**src/rtl/svc_rv_dmem_cache_pkg.sv**
```systemverilog
// Shared types and helpers for the svc_rv direct-mapped write-through data cache.
package svc_rv_dmem_cache_pkg;

    localparam logic [1:0] ST_IDLE    = 2'd0;
    localparam logic [1:0] ST_RD_REQ  = 2'd1;
    localparam logic [1:0] ST_RD_WAIT = 2'd2;

    typedef enum logic [1:0] {
        IDLE    = ST_IDLE,
        RD_REQ  = ST_RD_REQ,
        RD_WAIT = ST_RD_WAIT
    } state_t;

    function automatic logic [31:0] merge_bytes(input logic [31:0] data,
                                                input logic [31:0] wdata,
                                                input logic [3:0]  wstrb);
        logic [31:0] merged;
        merged = data;
        for (int b = 0; b < 4; b++) begin
            if (wstrb[b]) begin
                merged[8*b +: 8] = wdata[8*b +: 8];
            end else begin
                merged[8*b +: 8] = data[8*b +: 8];
            end
        end
        return merged;
    endfunction

endpackage

```
**src/rtl/svc_rv_dmem_cache_chk.sv**
```systemverilog
// Protocol checks on the core-side request interface.
module svc_rv_dmem_cache_chk (
    input logic clk,
    input logic rst_n,
    input logic ren,
    input logic we
);

    // A core never issues a read and a write in the same cycle.
    always_ff @(posedge clk) begin
        if (rst_n) begin
            assert (!(ren && we));
        end
    end

endmodule

```
**src/rtl/svc_rv_dmem_wbuf.sv**
```systemverilog
// One-entry write buffer feeding the backing-memory write channel.
module svc_rv_dmem_wbuf (
    input  logic        clk,
    input  logic        rst_n,
    input  logic        load,
    input  logic [31:0] addr,
    input  logic [31:0] data,
    input  logic [3:0]  strb,
    input  logic        wr_ready,
    output logic        wr_valid,
    output logic [31:0] wr_addr,
    output logic [31:0] wr_data,
    output logic [3:0]  wr_strb,
    output logic        full
);

    logic        full_r;
    logic [31:0] addr_r;
    logic [31:0] data_r;
    logic [3:0]  strb_r;

    // Entry load has priority so a new write can replace an entry draining this cycle.
    always_ff @(posedge clk) begin
        if (!rst_n) begin
            full_r <= 1'b0;
            addr_r <= 32'd0;
            data_r <= 32'd0;
            strb_r <= 4'd0;
        end else if (load) begin
            full_r <= 1'b1;
            addr_r <= addr;
            data_r <= data;
            strb_r <= strb;
        end else if (wr_ready) begin
            full_r <= 1'b0;
        end else begin
            full_r <= full_r;
        end
    end

    assign wr_valid = full_r;
    assign full     = full_r;
    assign wr_addr  = addr_r;
    assign wr_data  = data_r;
    assign wr_strb  = strb_r;

endmodule

```
**src/rtl/svc_rv_dmem_cache.sv**
```systemverilog
// Direct-mapped, write-through, no-write-allocate data cache with BRAM-style read timing.
module svc_rv_dmem_cache
    import svc_rv_dmem_cache_pkg::*;
#(
    parameter int DEPTH = 16
) (
    input  logic        clk,
    input  logic        rst_n,
    input  logic        dmem_ren,
    input  logic [31:0] dmem_raddr,
    output logic [31:0] dmem_rdata,
    input  logic        dmem_we,
    input  logic [31:0] dmem_waddr,
    input  logic [31:0] dmem_wdata,
    input  logic [3:0]  dmem_wstrb,
    output logic        dmem_stall,
    output logic        m_rd_valid,
    output logic [31:0] m_rd_addr,
    input  logic        m_rd_ready,
    input  logic        m_rdata_valid,
    input  logic [31:0] m_rdata,
    output logic        m_wr_valid,
    output logic [31:0] m_wr_addr,
    output logic [31:0] m_wr_data,
    output logic [3:0]  m_wr_strb,
    input  logic        m_wr_ready
);

    localparam int IDX_W = $clog2(DEPTH);
    localparam int TAG_W = 30 - IDX_W;

    logic [31:0]      data_r [DEPTH];
    logic [TAG_W-1:0] tag_r  [DEPTH];
    logic [DEPTH-1:0] valid_r;

    state_t      state_r;
    state_t      state_nx_s;
    logic [31:0] rd_addr_r;
    logic        rd_valid_r;
    logic [31:0] rdata_r;

    logic [IDX_W-1:0] ridx_s, widx_s, fidx_s;
    logic [TAG_W-1:0] rtag_s, wtag_s, ftag_s;
    logic             hit_s, whit_s, stall_s, rd_acc_s, wr_acc_s, fill_s, wb_full_s;

    assign ridx_s = dmem_raddr[2 +: IDX_W];
    assign rtag_s = dmem_raddr[31 : 2+IDX_W];
    assign widx_s = dmem_waddr[2 +: IDX_W];
    assign wtag_s = dmem_waddr[31 : 2+IDX_W];
    assign fidx_s = rd_addr_r[2 +: IDX_W];
    assign ftag_s = rd_addr_r[31 : 2+IDX_W];

    assign hit_s    = dmem_ren && valid_r[ridx_s] && (tag_r[ridx_s] == rtag_s);
    assign whit_s   = valid_r[widx_s] && (tag_r[widx_s] == wtag_s);
    assign stall_s  = (dmem_ren && !hit_s) || (dmem_we && wb_full_s && !m_wr_ready);
    assign rd_acc_s = dmem_ren && !stall_s;
    assign wr_acc_s = dmem_we && !stall_s;
    assign fill_s   = (state_r == RD_WAIT) && m_rdata_valid;

    // Read-miss sequencing; a pending write must drain before the fill is requested.
    always_comb begin
        state_nx_s = state_r;
        case (state_r)
            IDLE: begin
                if (dmem_ren && !hit_s && !wb_full_s) begin
                    state_nx_s = RD_REQ;
                end else begin
                    state_nx_s = IDLE;
                end
            end
            RD_REQ: begin
                if (m_rd_ready) begin
                    state_nx_s = RD_WAIT;
                end else begin
                    state_nx_s = RD_REQ;
                end
            end
            RD_WAIT: begin
                if (m_rdata_valid) begin
                    state_nx_s = IDLE;
                end else begin
                    state_nx_s = RD_WAIT;
                end
            end
            default: state_nx_s = IDLE;
        endcase
    end

    // FSM state, latched miss address and registered read data.
    always_ff @(posedge clk) begin
        if (!rst_n) begin
            state_r    <= IDLE;
            rd_addr_r  <= 32'd0;
            rd_valid_r <= 1'b0;
            rdata_r    <= 32'd0;
        end else begin
            state_r    <= state_nx_s;
            rd_valid_r <= (state_nx_s == RD_REQ);
            if (state_r == IDLE && state_nx_s == RD_REQ) begin
                rd_addr_r <= dmem_raddr;
            end
            if (rd_acc_s) begin
                rdata_r <= data_r[ridx_s];
            end
        end
    end

    // Line arrays: write hits merge bytes, fills replace the whole line.
    always_ff @(posedge clk) begin
        if (!rst_n) begin
            valid_r <= '0;
            for (int i = 0; i < DEPTH; i++) begin
                data_r[i] <= 32'd0;
                tag_r[i]  <= '0;
            end
        end else begin
            if (wr_acc_s && whit_s) begin
                data_r[widx_s] <= merge_bytes(data_r[widx_s], dmem_wdata, dmem_wstrb);
            end
            if (fill_s) begin
                data_r[fidx_s]  <= m_rdata;
                tag_r[fidx_s]   <= ftag_s;
                valid_r[fidx_s] <= 1'b1;
            end
        end
    end

    svc_rv_dmem_wbuf u_wbuf (
        .clk      (clk),
        .rst_n    (rst_n),
        .load     (wr_acc_s),
        .addr     (dmem_waddr),
        .data     (dmem_wdata),
        .strb     (dmem_wstrb),
        .wr_ready (m_wr_ready),
        .wr_valid (m_wr_valid),
        .wr_addr  (m_wr_addr),
        .wr_data  (m_wr_data),
        .wr_strb  (m_wr_strb),
        .full     (wb_full_s)
    );

    svc_rv_dmem_cache_chk u_chk (
        .clk   (clk),
        .rst_n (rst_n),
        .ren   (dmem_ren),
        .we    (dmem_we)
    );

    assign dmem_stall = stall_s;
    assign dmem_rdata = rdata_r;
    assign m_rd_valid = rd_valid_r;
    assign m_rd_addr  = rd_addr_r;

endmodule

```
**config.mk**
```make
export PLATFORM = sky130hd
export DESIGN_NAME = svc_rv_dmem_cache
export DESIGN_NICKNAME = d
export VERILOG_FILES = /design/src/rtl/svc_rv_dmem_cache_pkg.sv /design/src/rtl/svc_rv_dmem_cache_chk.sv /design/src/rtl/svc_rv_dmem_wbuf.sv /design/src/rtl/svc_rv_dmem_cache.sv
export SDC_FILE = /design/constraint.sdc
export NUM_CORES = 2
export LEC_CHECK = 0
export ABC_AREA = 1
export BUFFER_PORTS_ARGS = -buffer_cell sky130_fd_sc_hd__buf_2
export CORE_UTILIZATION = 40
export CTS_CLUSTER_SIZE = 40
export DETAILED_ROUTE_END_ITERATION = 8
export PLACE_DENSITY = 0.67
export SYNTH_ARGS = -nofsm -noshare
export SYNTH_HDL_FRONTEND = slang
export SYNTH_SLANG_ARGS = --single-unit
```
**constraint.sdc**
```tcl
create_clock -name clk -period 3.8 [get_ports clk]
set_clock_uncertainty 0.05 [all_clocks]
set_input_delay 0.76 -clock clk [delete_from_list [all_inputs] [get_ports clk]]
set_output_delay 0.76 -clock clk [all_outputs]
set_load 0.05 [all_outputs]
```
After elaboration in Yosys (flattened, before gate mapping)
Memories as Yosys holds them, arrays and structs flattened. A register that Yosys moved wholly into a read port is not among the register bits. Cells that the tools add are included.

Register bits: 120. Memory bits (writable): 928. Input bits: 139. Word-level logic and storage cells: 92. Memories: 2.

Memory list: data_r (words 16, bits a word 32, rd ports 1, clocked after memory_dff 1, write ports 16, RTL line svc_rv_dmem_cache.sv:32) `logic [31:0] data_r [DEPTH];`; tag_r (words 16, bits a word 26, rd ports 2, clocked after memory_dff 0, write ports 16, RTL line svc_rv_dmem_cache.sv:33) `logic [TAG_W-1:0] tag_r [DEPTH];`.

Magnitude comparators: 4. Equality and inequality tests: 9. Mux-type cells: 40. Bitwise gates (word level): 1. Reductions and logical operators: 28.

Operator list (number): $mux 8 (12); $mux 32 (2); $reduce_or 32->1 (2); $eq 26x26->1 (2); $mux 26 (1); $reduce_or 26->1 (1); $mux 4 (4); $or 16x16->16 (1); $lt 4x5->1 const B (3); $mux 1 (15); $logic_and 1x1->1 (13); $ne 3x3->1 const B (4); $bmux 1 s4 (2); $reduce_and 2->1 (4); $pmux 2 s3 (1); $logic_not 1->1 (5); $demux 1 s4 (1); $eq 2x1->1 const B (2); $ge 4x1->1 const B (1); $mux 2 (2); $eq 2x2->1 const B (1); $logic_not 2->1 (1); $reduce_bool 2->1 (1); $logic_or 1x1->1 (1).

Depth between registers and ports, before layout
Depth in word-level cells: 16. Mapped depth: 24. Depth with buffers taken out: 20.

By module
A second synthesis with hierarchy kept.

Cells, all modules: 8140. Area, all modules: 60588.1 um^2.

Modules (own cells, without submodules): svc_rv_dmem_cache (instances 1, cells an instance 7840, area an instance 58213.3 um^2); svc_rv_dmem_wbuf (instances 1, cells an instance 300, area an instance 2374.8 um^2).

Worst setup path before layout
OpenSTA, ideal clock, no wires.

Kind: input to register. Start point: in dmem_raddr[3]. End point: mem data_r[0][0], enable pin. Arrival time: 3115 ps. Data required time: 3421 ps. Setup slack: 306 ps. Cell stages on the path: 20. Path buffers: 5. Cells stage by stage: buf_2 inv_2 buf_4 buf_2 o21ai_0 o211ai_1 nand3_1 nand3_1 nand2_1 nor2_1 nand2_1 nor2_1 nand2_1 nand2_2 nand4_1 nor2_4 buf_4 buf_2 nand2_1 nand2_1.

RTL lines: start: declaration (RTL line svc_rv_dmem_cache.sv:10) `input logic [31:0] dmem_raddr,`; end: declaration (RTL line svc_rv_dmem_cache.sv:32).

Final worst setup path
Start point: in dmem_raddr[2]. End point: out dmem_stall.

Word-level cells in the longest chain between the ends: 7. Elaborated cells between the ends (all ways): 9. Classes of those cells: 1 x eq/ne; 2 x mux; 5 x reduce/logical; 1 x memory.

Ends and longest elaborated chain: parallel branches: the longest is 3 deep, another holds $mem_v2 16x26; $logic_and 1x1->1 (*) (RTL line svc_rv_dmem_cache.sv:53) `assign hit_s = dmem_ren && valid_r[ridx_s] && (tag_r[ridx_s] == rtag_s);`; $logic_not 1->1 (*) (RTL line svc_rv_dmem_cache.sv:55) `assign stall_s = (dmem_ren && !hit_s) || (dmem_we && wb_full_s && !m_wr_ready);`; $logic_and 1x1->1 (*) (RTL line svc_rv_dmem_cache.sv:55); $logic_or 1x1->1 (*) (RTL line svc_rv_dmem_cache.sv:55); end: declaration (RTL line svc_rv_dmem_cache.sv:16) `output logic dmem_stall,`.

Mark *: on every way between the ends. The select of a mux whose other input is x is not followed.

==> flow_summary.yaml <==
outcome:
  violations: "capacitance limit"
  status: "finished, violations left"
critical_path:
  max_stage_delay_ns: 0.18
  cp_slowest_cell: "o21ai_0"
  crit_family: "simple AND/OR/NAND/NOR gates"
  path_max_fanout: 8
  path_buf_inv: 5
  cp-end-kind: "primary output"
  path_cells: "buf_16, clkinv_16, buf_12, buf_4, o21ai_0, nand3_1, nand3_1, nand3_1, nand2_2, nand2_2, nor2_4, nand2_4, nor2_4, nand2_4, nand2_4, nand2_1, buf_6"
  crit_arrival_ns: 2.88
  crit_type: "primary input to primary output"
  cp-start-kind: "primary input"
  crit_required_ns: 2.99
grt:
  grt_antenna_before_repair: 7
  grt_start_max_net_pins: 137
  overflow: 0
  grtUsageTotal_pct: 31.7
  grt_pass1_wl_mm: 352
  first_global_vias: 53700
sta:
  fin_tns_setup_ns: 0
  finalWorstSetupSlack_ns: 0.111
  worstMarginPinSlew_ns: 1.49
  holdWs_ns: 0.192
  fin_crit_sh_pct: 97.1
  fin_crit_ns: 3.69
  setup_violations: 0
  slew_violations: 0
  slew_headroom_pct: 0.0494
  finalHoldViolations: 0
  fmax_mhz: 271
  rsz0062_at_grt: "false"
die:
  die-width_um: 387
  die_area_um2: 150000
  start_util_pct: 40.5
  die_h_um: 387
  rows: 140
  io_pins: 274
  coreArea_um2: 146000
logic_synthesis:
  synth_cell_type_count: 37
  synthFlopType: "edfxtp_1"
  synth_edf_count: 928
  async_flop_share_pct: 0
  ys_ff_latch: 1080
  synth_area_um2: 59300
  synthCells: 7671
  yosys.area.top_type_share_pct: 47.0
  yosys-top-cells-area: "edfxtp_1 (47%), nand2_1 (13%), nor2_1 (7.8%)"
  syn_nets: 7810
  seq_area_frac_synth_pct: 52.1
  synth.largest_area_cell: "edfxtp_1"
  synth_area_per_cell_um2: 7.74
  ys_warn_count: 0
clock_tree:
  cts-buffers-inserted: 119
  htree_levels: 3
  cts_buffer_depth: 3
  tritoncts: "yes"
  path_clk_slew_ns: 0.06
  clk-insertion-delay-late_ns: 0.81
  ctsHoldBuffers: 0
  clkSinkCount: 1080
  root_buffer: "clkbuf_16"
drt:
  wl_per_cell_um: 24.7
  drtIter0Drc: 9771
  postRouteAntennaNets: 0
  via_count: 58000
  drt_first_pass_iters: 8
  post-route-drc-count: 0
  drt-vias-per-instance: 5.83
  finalWirelength_mm: 246
pwr:
  leakage_uw: 0.0309
  power_density_nw_per_um2: 413
  power.total_uw: 29200
  peakVddDrop_mv: 0.498
placed_design:
  pre_cts_ws_ns: -0.448
  dp_hpwl_mm: 159
  gp_congestion: 0.982
  portBuffers: 273
worst_hold_path:
  hold_class: "primary input to flop"
run:
  max-cap-violations: 2
layout:
  fin_util_pct: 48.3
  layout-drive-gt1-share_pct: 13.6
  nNetsFinal: 8069
  syn2layout_area_growth_pct: 19.3
-- cells by family after synthesis --
logic type                after synthesis  share of synthesized area, %
and+or+nand+nor                      4140                          28.1
buffers and inverters                1296                          8.67
AOI/OAI and AO/OA                    1148                          11.1
DFF                                  1080                          52.1
xor gates and xnor gates                7                         0.103
-- placed cells by master (no fill, tap or decap), types with 13 or more instances in the layout --
cell type  instances
clkinv_1          93
buf_2            267
inv_2             13
o21ai_0          620
nand3_1          754
nor2_4            45
o221ai_1          49
o221a_2           13
clkbuf_1          37
inv_1            543
clkinv_2          18
buf_12           146
buf_4            367
a21oi_1          153
nor2_1          1184
edfxtp_1         928
o211ai_1          38
nand2_1         2076
nand4_1           17
o22ai_1          116
or2_2             15
dfxtp_1          152
nand3_2           15
clkbuf_16        122
a22oi_1          120
o21ai_1           29
-- path summary, 6_finish.rpt --
path	endpoint	cells past startpoint	from	slack, ns
hold / removal	state_r[1]	4	m_rdata_valid	0.19
setup reg to reg	data_r[7][21]	16	tag_r[8][22]	0.34
setup / recovery	dmem_stall	17	dmem_raddr[2]	0.11
hold reg to reg	u_wbuf.wr_addr[4]	2	u_wbuf.wr_addr[4]	0.39
-- Yosys cell counts (38+ instances only) --
cell type  count
a21oi_1      153
a22oi_1      120
buf_1         67
buf_2        120
clkbuf_1     450
clkinv_1      70
dfxtp_1      152
edfxtp_1     928
inv_1        552
nand2_1     2084
nand3_1      770
nor2_1      1230
o211ai_1      38
o21ai_0      628
o221ai_1      49
o22ai_1      116
-- worst min-delay path, cell delays in order --
cell and delay (ns):
buf_2 0.08, inv_1 0.04, nand2_1 0.06, a21oi_1 0.05
-- routing by layer --
metal / GRT usage [%] / routed length [um] / vias to the layer above
li1: - / - / 25800
met1: 41.3 / 88500 / 26700
met2: 47.3 / 105000 / 4578
met3: 8.10 / 36300 / 921
met4: 18.9 / 16400 / 4
met5: 0 / 23 / -
-- area by class of cell --
type / instances / area [um^2]
well taps: 1917 / 2400
diodes: 7 / 17.5
inverters: 630 / 2420
clock buffers: 164 / 3240
repair inverters: 2 / 22.5
flip-flops and latches: 1080 / 30900
clock inverters: 58 / 531
fillers: 13800 / 75700
repair buffers: 802 / 7500
multi-input cells: 5295 / 23700
-- what timing repair did --
action | in CTS | in global routing
pin swaps | 3 | 16
resized for setup | 28 | 46
cloned | 5 | 4
buffers inserted | 7 | 10
endpoints found under the setup margin | 1 | 1
-- registers in the layout (all words and copies together), names as in the netlist --
register and count:
dmem_rdata 32, data_r 512, valid_r 16, u_wbuf.wr_addr 32, state_r 2, u_wbuf.wr_strb 4, m_rd_valid 1, u_wbuf.full 1
u_wbuf.wr_data 32, tag_r 416, m_rd_addr 32
-- power by group --
| part | switching [uW] | internal [uW] |
|---|---|---|
| Combinational | 3050 | 1240 |
| Clock | 5090 | 6370 |
| Sequential | 206 | 13300 |
-- through the flow --
stage	area [um^2]	instances
floorplan	59300	7671
global placement	66300	9701
detailed placement	66300	9701
CTS	70400	9935
global route	70800	9949
finish	70800	9955
(Power assumes the default switching activity.)
